===== src/rtl/vga_timing_driver_pkg.sv =====
// Shared 640x480@60 Hz timing constants, sync bundle type and small helpers
// used by the VGA timing driver and its delay line.
package vga_timing_driver_pkg;

  localparam int H_VISIBLE = 640;
  localparam int H_FRONT   = 16;
  localparam int H_SYNC    = 96;
  localparam int H_BACK    = 48;
  localparam int H_TOTAL   = H_VISIBLE + H_FRONT + H_SYNC + H_BACK;

  localparam int V_VISIBLE = 480;
  localparam int V_FRONT   = 10;
  localparam int V_SYNC    = 2;
  localparam int V_BACK    = 33;
  localparam int V_TOTAL   = V_VISIBLE + V_FRONT + V_SYNC + V_BACK;

  localparam int FRAME_WIDTH  = H_VISIBLE;
  localparam int FRAME_HEIGHT = V_VISIBLE;

  localparam int CNT_W   = 10;
  localparam int COORD_W = 12;

  localparam logic [CNT_W-1:0] H_LAST = CNT_W'(H_TOTAL - 1);
  localparam logic [CNT_W-1:0] V_LAST = CNT_W'(V_TOTAL - 1);

  typedef struct packed {
    logic hs;
    logic vs;
    logic active;
  } sync_t;

  // Blanked, no-sync state: both syncs idle high, video inactive.
  localparam sync_t SYNC_IDLE = '{hs: 1'b1, vs: 1'b1, active: 1'b0};

  function automatic logic in_window(input logic [COORD_W-1:0] cnt,
                                     input int lo, input int len);
    return (cnt >= COORD_W'(lo)) && (cnt < COORD_W'(lo + len));
  endfunction

  function automatic logic [7:0] dac_level(input logic bit_on);
    return bit_on ? 8'hFF : 8'h00;
  endfunction

endpackage


===== src/rtl/vga_delay_line.sv =====
// Fixed-depth shift register that aligns a bundle of control bits with a
// downstream data path; depth 0 degenerates to a plain wire.
module vga_delay_line #(
  parameter int               WIDTH       = 3,
  parameter int               DEPTH       = 1,
  parameter logic [WIDTH-1:0] RESET_VALUE = '0
) (
  input  logic             CLOCK_25,
  input  logic             reset,
  input  logic [WIDTH-1:0] din,
  output logic [WIDTH-1:0] dout
);

  generate
    if (DEPTH == 0) begin : g_wire
      assign dout = din;
    end else begin : g_pipe
      logic [WIDTH-1:0] stage [DEPTH];

      // NOTE: every stage is reset, not just the last one, so a flush leaves no
      // stale sync pulse queued behind the reset value.
      always_ff @(posedge CLOCK_25) begin
        if (reset) begin
          for (int i = 0; i < DEPTH; i++) stage[i] <= RESET_VALUE;
        end else begin
          stage[0] <= din;
          for (int i = 1; i < DEPTH; i++) stage[i] <= stage[i-1];
        end
      end

      assign dout = stage[DEPTH-1];
    end
  endgenerate

endmodule


===== src/rtl/vga_timing_driver.sv =====
// 640x480@60 Hz scan master: presents 1-based pixel coordinates to the image
// generator and drives the VGA DAC with colour, sync and blank aligned to it.
module vga_timing_driver
  import vga_timing_driver_pkg::*;
#(
  parameter int unsigned COLOR_LATENCY = 1
) (
  input  logic               CLOCK_25,
  input  logic               reset,
  input  logic [2:0]         color,
  output logic [COORD_W-1:0] x,
  output logic [COORD_W-1:0] y,
  output logic               line_start,
  output logic               frame_start,
  output logic               VGA_CLK,
  output logic               VGA_HS,
  output logic               VGA_VS,
  output logic               VGA_BLANK_N,
  output logic               VGA_SYNC_N,
  output logic [7:0]         VGA_R,
  output logic [7:0]         VGA_G,
  output logic [7:0]         VGA_B
);

  logic [CNT_W-1:0]   h_count;
  logic [CNT_W-1:0]   v_count;
  logic [COORD_W-1:0] h_ext;
  logic [COORD_W-1:0] v_ext;
  sync_t              raw;
  sync_t              delayed;

  // NOTE: sequential state uses non-blocking assignments so every register
  // samples the pre-edge values regardless of statement order.
  always_ff @(posedge CLOCK_25) begin
    if (reset) begin
      h_count <= '0;
      v_count <= '0;
    end else if (h_count == H_LAST) begin
      h_count <= '0;
      v_count <= (v_count == V_LAST) ? '0 : v_count + 1'b1;
    end else begin
      h_count <= h_count + 1'b1;
    end
  end

  assign h_ext = COORD_W'(h_count);
  assign v_ext = COORD_W'(v_count);

  // NOTE: every field is given a default before the decode so no latch can form.
  always_comb begin
    raw        = SYNC_IDLE;
    raw.hs     = ~in_window(h_ext, H_VISIBLE + H_FRONT, H_SYNC);
    raw.vs     = ~in_window(v_ext, V_VISIBLE + V_FRONT, V_SYNC);
    raw.active = (h_ext < COORD_W'(FRAME_WIDTH)) && (v_ext < COORD_W'(FRAME_HEIGHT));
  end

  // Coordinates and strobes come straight from the counter registers, so the
  // generator sees them undelayed and glitch-free.
  assign x           = raw.active ? h_ext + 1'b1 : '0;
  assign y           = raw.active ? v_ext + 1'b1 : '0;
  assign line_start  = (h_count == '0) && !reset;
  assign frame_start = line_start && (v_count == '0);

  vga_delay_line #(
    .WIDTH       ($bits(sync_t)),
    .DEPTH       (int'(COLOR_LATENCY)),
    .RESET_VALUE (SYNC_IDLE)
  ) u_sync_delay (
    .CLOCK_25 (CLOCK_25),
    .reset    (reset),
    .din      (raw),
    .dout     (delayed)
  );

  // Final register where the delayed timing meets the generator's colour.
  always_ff @(posedge CLOCK_25) begin
    if (reset) begin
      VGA_HS      <= SYNC_IDLE.hs;
      VGA_VS      <= SYNC_IDLE.vs;
      VGA_BLANK_N <= SYNC_IDLE.active;
      VGA_R       <= '0;
      VGA_G       <= '0;
      VGA_B       <= '0;
    end else begin
      VGA_HS      <= delayed.hs;
      VGA_VS      <= delayed.vs;
      VGA_BLANK_N <= delayed.active;
      VGA_R       <= dac_level(delayed.active & color[2]);
      VGA_G       <= dac_level(delayed.active & color[1]);
      VGA_B       <= dac_level(delayed.active & color[0]);
    end
  end

  assign VGA_CLK    = ~CLOCK_25;
  assign VGA_SYNC_N = 1'b0;

endmodule


===== config.mk =====
export PLATFORM = sky130hd
export DESIGN_NAME = vga_timing_driver
export DESIGN_NICKNAME = d
export VERILOG_FILES = /design/src/rtl/vga_timing_driver_pkg.sv /design/src/rtl/vga_delay_line.sv /design/src/rtl/vga_timing_driver.sv
export SDC_FILE = /design/constraint.sdc
export NUM_CORES = 1
export LEC_CHECK = 0
export ABC_AREA = 1
export CAP_MARGIN = 10
export CELL_PAD_IN_SITES_DETAIL_PLACEMENT = 1
export CELL_PAD_IN_SITES_GLOBAL_PLACEMENT = 2
export CORE_MARGIN = 4
export CORE_UTILIZATION = 24
export CTS_CLUSTER_DIAMETER = 60
export DETAILED_ROUTE_END_ITERATION = 10
export PLACE_DENSITY_LB_ADDON = 0.12
export SYNTH_ARGS = -nofsm -noshare
export SYNTH_HDL_FRONTEND = slang
export SYNTH_SLANG_ARGS = --single-unit

===== constraint.sdc =====
create_clock -name CLOCK_25 -period 1.53 [get_ports CLOCK_25]
set_input_delay 0.306 -clock CLOCK_25 [delete_from_list [all_inputs] [get_ports CLOCK_25]]
set_output_delay 0.306 -clock CLOCK_25 [all_outputs]
set_load 0.05 [all_outputs]

==> summary.md <==
| Metric | Value |
|---|---|
| Worst IR Drop VDD | `0.351 mV` |
| Worst Setup SP | `h_count[0]` |
| Run status | `complete, but fails checks` |
| Synth area leaders | `dfxtp_1 (33%), nand2_1 (15%), buf_4 (13%), nor2_1 (9.5%), inv_1 (5.5%)` |
| Fmax | `0.550 GHz` |
| Post-route DRC | `0` |
| Top FF cell, synth | `dfxtp_1` |
| Total power | `2.34 mW` |
| Post-synth EDFFs | `0` |
| Initial core utilization | `24.5%` |
| IO Port Bufs | `53` |
| Top post-synthesis cells by count | `nand2_1 (72), nor2_1 (45), buf_4 (31)` |
| Cts hold-fix bufs | `0` |
| FP Rows | `31` |
| Routability Congestion | `0.778` |
| CP Launch Type | `flip-flop` |
| Vias per cell | `4.13` |
| Register area share after synthesis | `32.8%` |
| Final Non-Filler Cells | `455` |
| WHS | `0.313 ns` |
| Crit path DAT | `1.51 ns` |
| Nets@finish | `365` |
| CP required | `1.22 ns` |
| YS warnings | `0` |
| Core area | `7210 um^2` |
| Ys async rst share | `0%` |
| Max Slew Vio Count | `0` |
| Detailed Route WL | `5580 um` |
| Hold Vio Cnt, Final | `0` |
| Gr usage total | `12.8%` |
| Power Density | `676 nW/um^2` |
| Share of cells above drive strength 1 | `55.9%` |
| DRT iter0 DRCs | `33` |
| CP max FO | `4` |
| Worst Hold Class | `reg -> reg` |
| Clock tree buffer depth | `2` |
| Finish-stage setup viols | `22` |
| Reg2reg start | `h_count[0]` |
| Lkg Pwr | `1.55 nW` |
| Failing checks | `setup timing` |
| Final Cycle Share | `119%` |
| Largest regs | `h_count x10, v_count x10, u_sync_delay.g_pipe.stage x3` |
| Most frequent cell after synthesis | `nand2_1` |
| Die H | `93.9 um` |
| CP Class | `reg -> out` |
| Clock root buffer | `clkbuf_8` |
| Worst-skew pair later-pin latency | `0.30 ns` |
| Global-route wire length before repair | `8880 um` |
| Final WS setup | `-0.289 ns` |
| Largest net degree at the start of global routing | `11` |
| Post-Syn Area | `1770 um^2` |
| Syn_area_per_cell | `6.76 um^2` |
| HP Start | `u_sync_delay.g_pipe.stage[0][1]` |
| Cell count after synthesis | `262` |
| Total grt overflow | `0` |
| Worst setup EP type | `output port` |
| Synth Register Bits | `29` |
| Number of global-route vias before repair | `1831` |
| IO Pins | `60` |
| Post-synth top area share | `32.8%` |
| Die area | `8820 um^2` |
| Dpl hpwl | `4370 um` |
| Fill count | `844` |
| Post-route ant nets | `0` |
| Setup TNS | `-5.06 ns` |
| Area grow syn2layout | `95.3%` |
| RSZ-0062 raised after global routing | `true` |
| Placed insts | `434` |
| TritonCTS clock tree | `built` |
| Ant. Diodes | `0` |
| Synth area leader | `dfxtp_1` |
| Final setup skew | `0.102 ns` |
| Post-layout min period | `1.82 ns` |
| Max-cap violations | `0` |
| Num CTS Buffers | `5` |
| Wire per inst | `12.3 um` |
| CTS H-tree lvls | `2` |
| DRT Pass-1 Iters | `3` |
| Util after Layout | `47.9%` |
| Routed vias | `1877` |
| Netlist cell types | `27` |
| Clk slew on worst S/H paths | `0.07 ns` |
| Initial antenna violation count | `0` |
| Die Wd | `93.9 um` |
## report_power, final
group | internal, mW | total, mW | leakage, nW | switching, mW
logic | 0.186 | 0.461 | 1.23 | 0.276
registers | 0.760 | 0.774 | 0.245 | 0.0140
clock network | 0.616 | 1.10 | 0.0782 | 0.487
total | 1.56 | 2.34 | 1.55 | 0.777
## timing repair
| action | in CTS | in global routing |
|---|---|---|
| pin swaps | 14 | 19 |
| endpoints found under the setup margin | 22 | 31 |
| buffers inserted | 3 | 9 |
| gates cloned | 0 | 1 |
| resized for setup | 63 | 43 |
## metal layers
layer / vias to the layer above / GRT usage [%] / part of all wire, %
met2: 41 / 21.5 / 48
met5: - / 0 / 0
met3: 5 / 2.64 / 4.3
met1: 873 / 16.3 / 46
li1: 958 / - / -
met4: 0 / 4.33 / 1.4
## final timing paths
kind / slack (ns) / endpoint / cells past startpoint
worst max-delay path: -0.29 / x[6] / 6
worst min-delay path: 0.31 / VGA_VS / 1
worst max register to register: 0.06 / v_count[1] / 8
worst min register to register: 0.31 / VGA_VS / 1
## per-stage QoR
| stage | cell area (um^2) | setup slack [ns] |
|---|---|---|
| floorplan | 1920 | -0.189 |
| global placement | 2940 | -0.349 |
| detailed placement | 2940 | -0.349 |
| CTS | 3250 | -0.330 |
| global route | 3460 | -0.371 |
| finish | 3460 | -0.289 |
## critical path: stages (launching register included)
cell and delay [ns]:
dfxtp_4 0.39, ha_4 0.16, nand3_4 0.08, nor2_4 0.15, xor2_1 0.25, nor2_2 0.09, buf_12 0.15
## kinds of logic (layout without fill, tap and decap cells)
family	after synthesis	in the layout	share of synthesized area, %
flip-flops	29	29	32.8
AO/OA/AOI/OAI	10	10	2.83
XOR/XNOR	4	4	1.98
AND/OR/NAND/NOR	154	155	39.6
adder cells (fa/ha/maj)	5	5	3.53
other	1	6	0.212
buffers and inverters	59	147	19.1
## cells in the final DEF, fill, tap and decap left out, drive strengths merged
| cell | instances |
|---|---|
| a21oi | 6 |
| and2 | 1 |
| buf | 109 |
| clkbuf | 5 |
| clkdlybuf4s50 | 4 |
| clkinv | 1 |
| conb | 6 |
| dfxtp | 29 |
| ha | 5 |
| inv | 28 |
| nand2 | 74 |
| nand3 | 12 |
| nand3b | 2 |
| nand4 | 7 |
| nor2 | 52 |
| nor2b | 1 |
| nor3 | 3 |
| o21ai | 4 |
| or2 | 3 |
| xnor2 | 1 |
| xor2 | 3 |
## cell type report
cell class	count	area (um^2)	area share, %
Timing Repair Buffer	107	1280	37.1
Multi-Input combinational cell	180	1180	34.2
Clock inverter	2	11.3	0.326
Inverter	27	104	3.00
Clock buffer	11	135	3.91
Sequential cell	29	619	17.9
Tap cell	99	124	3.58
Power figures use the tool's default switching activity.
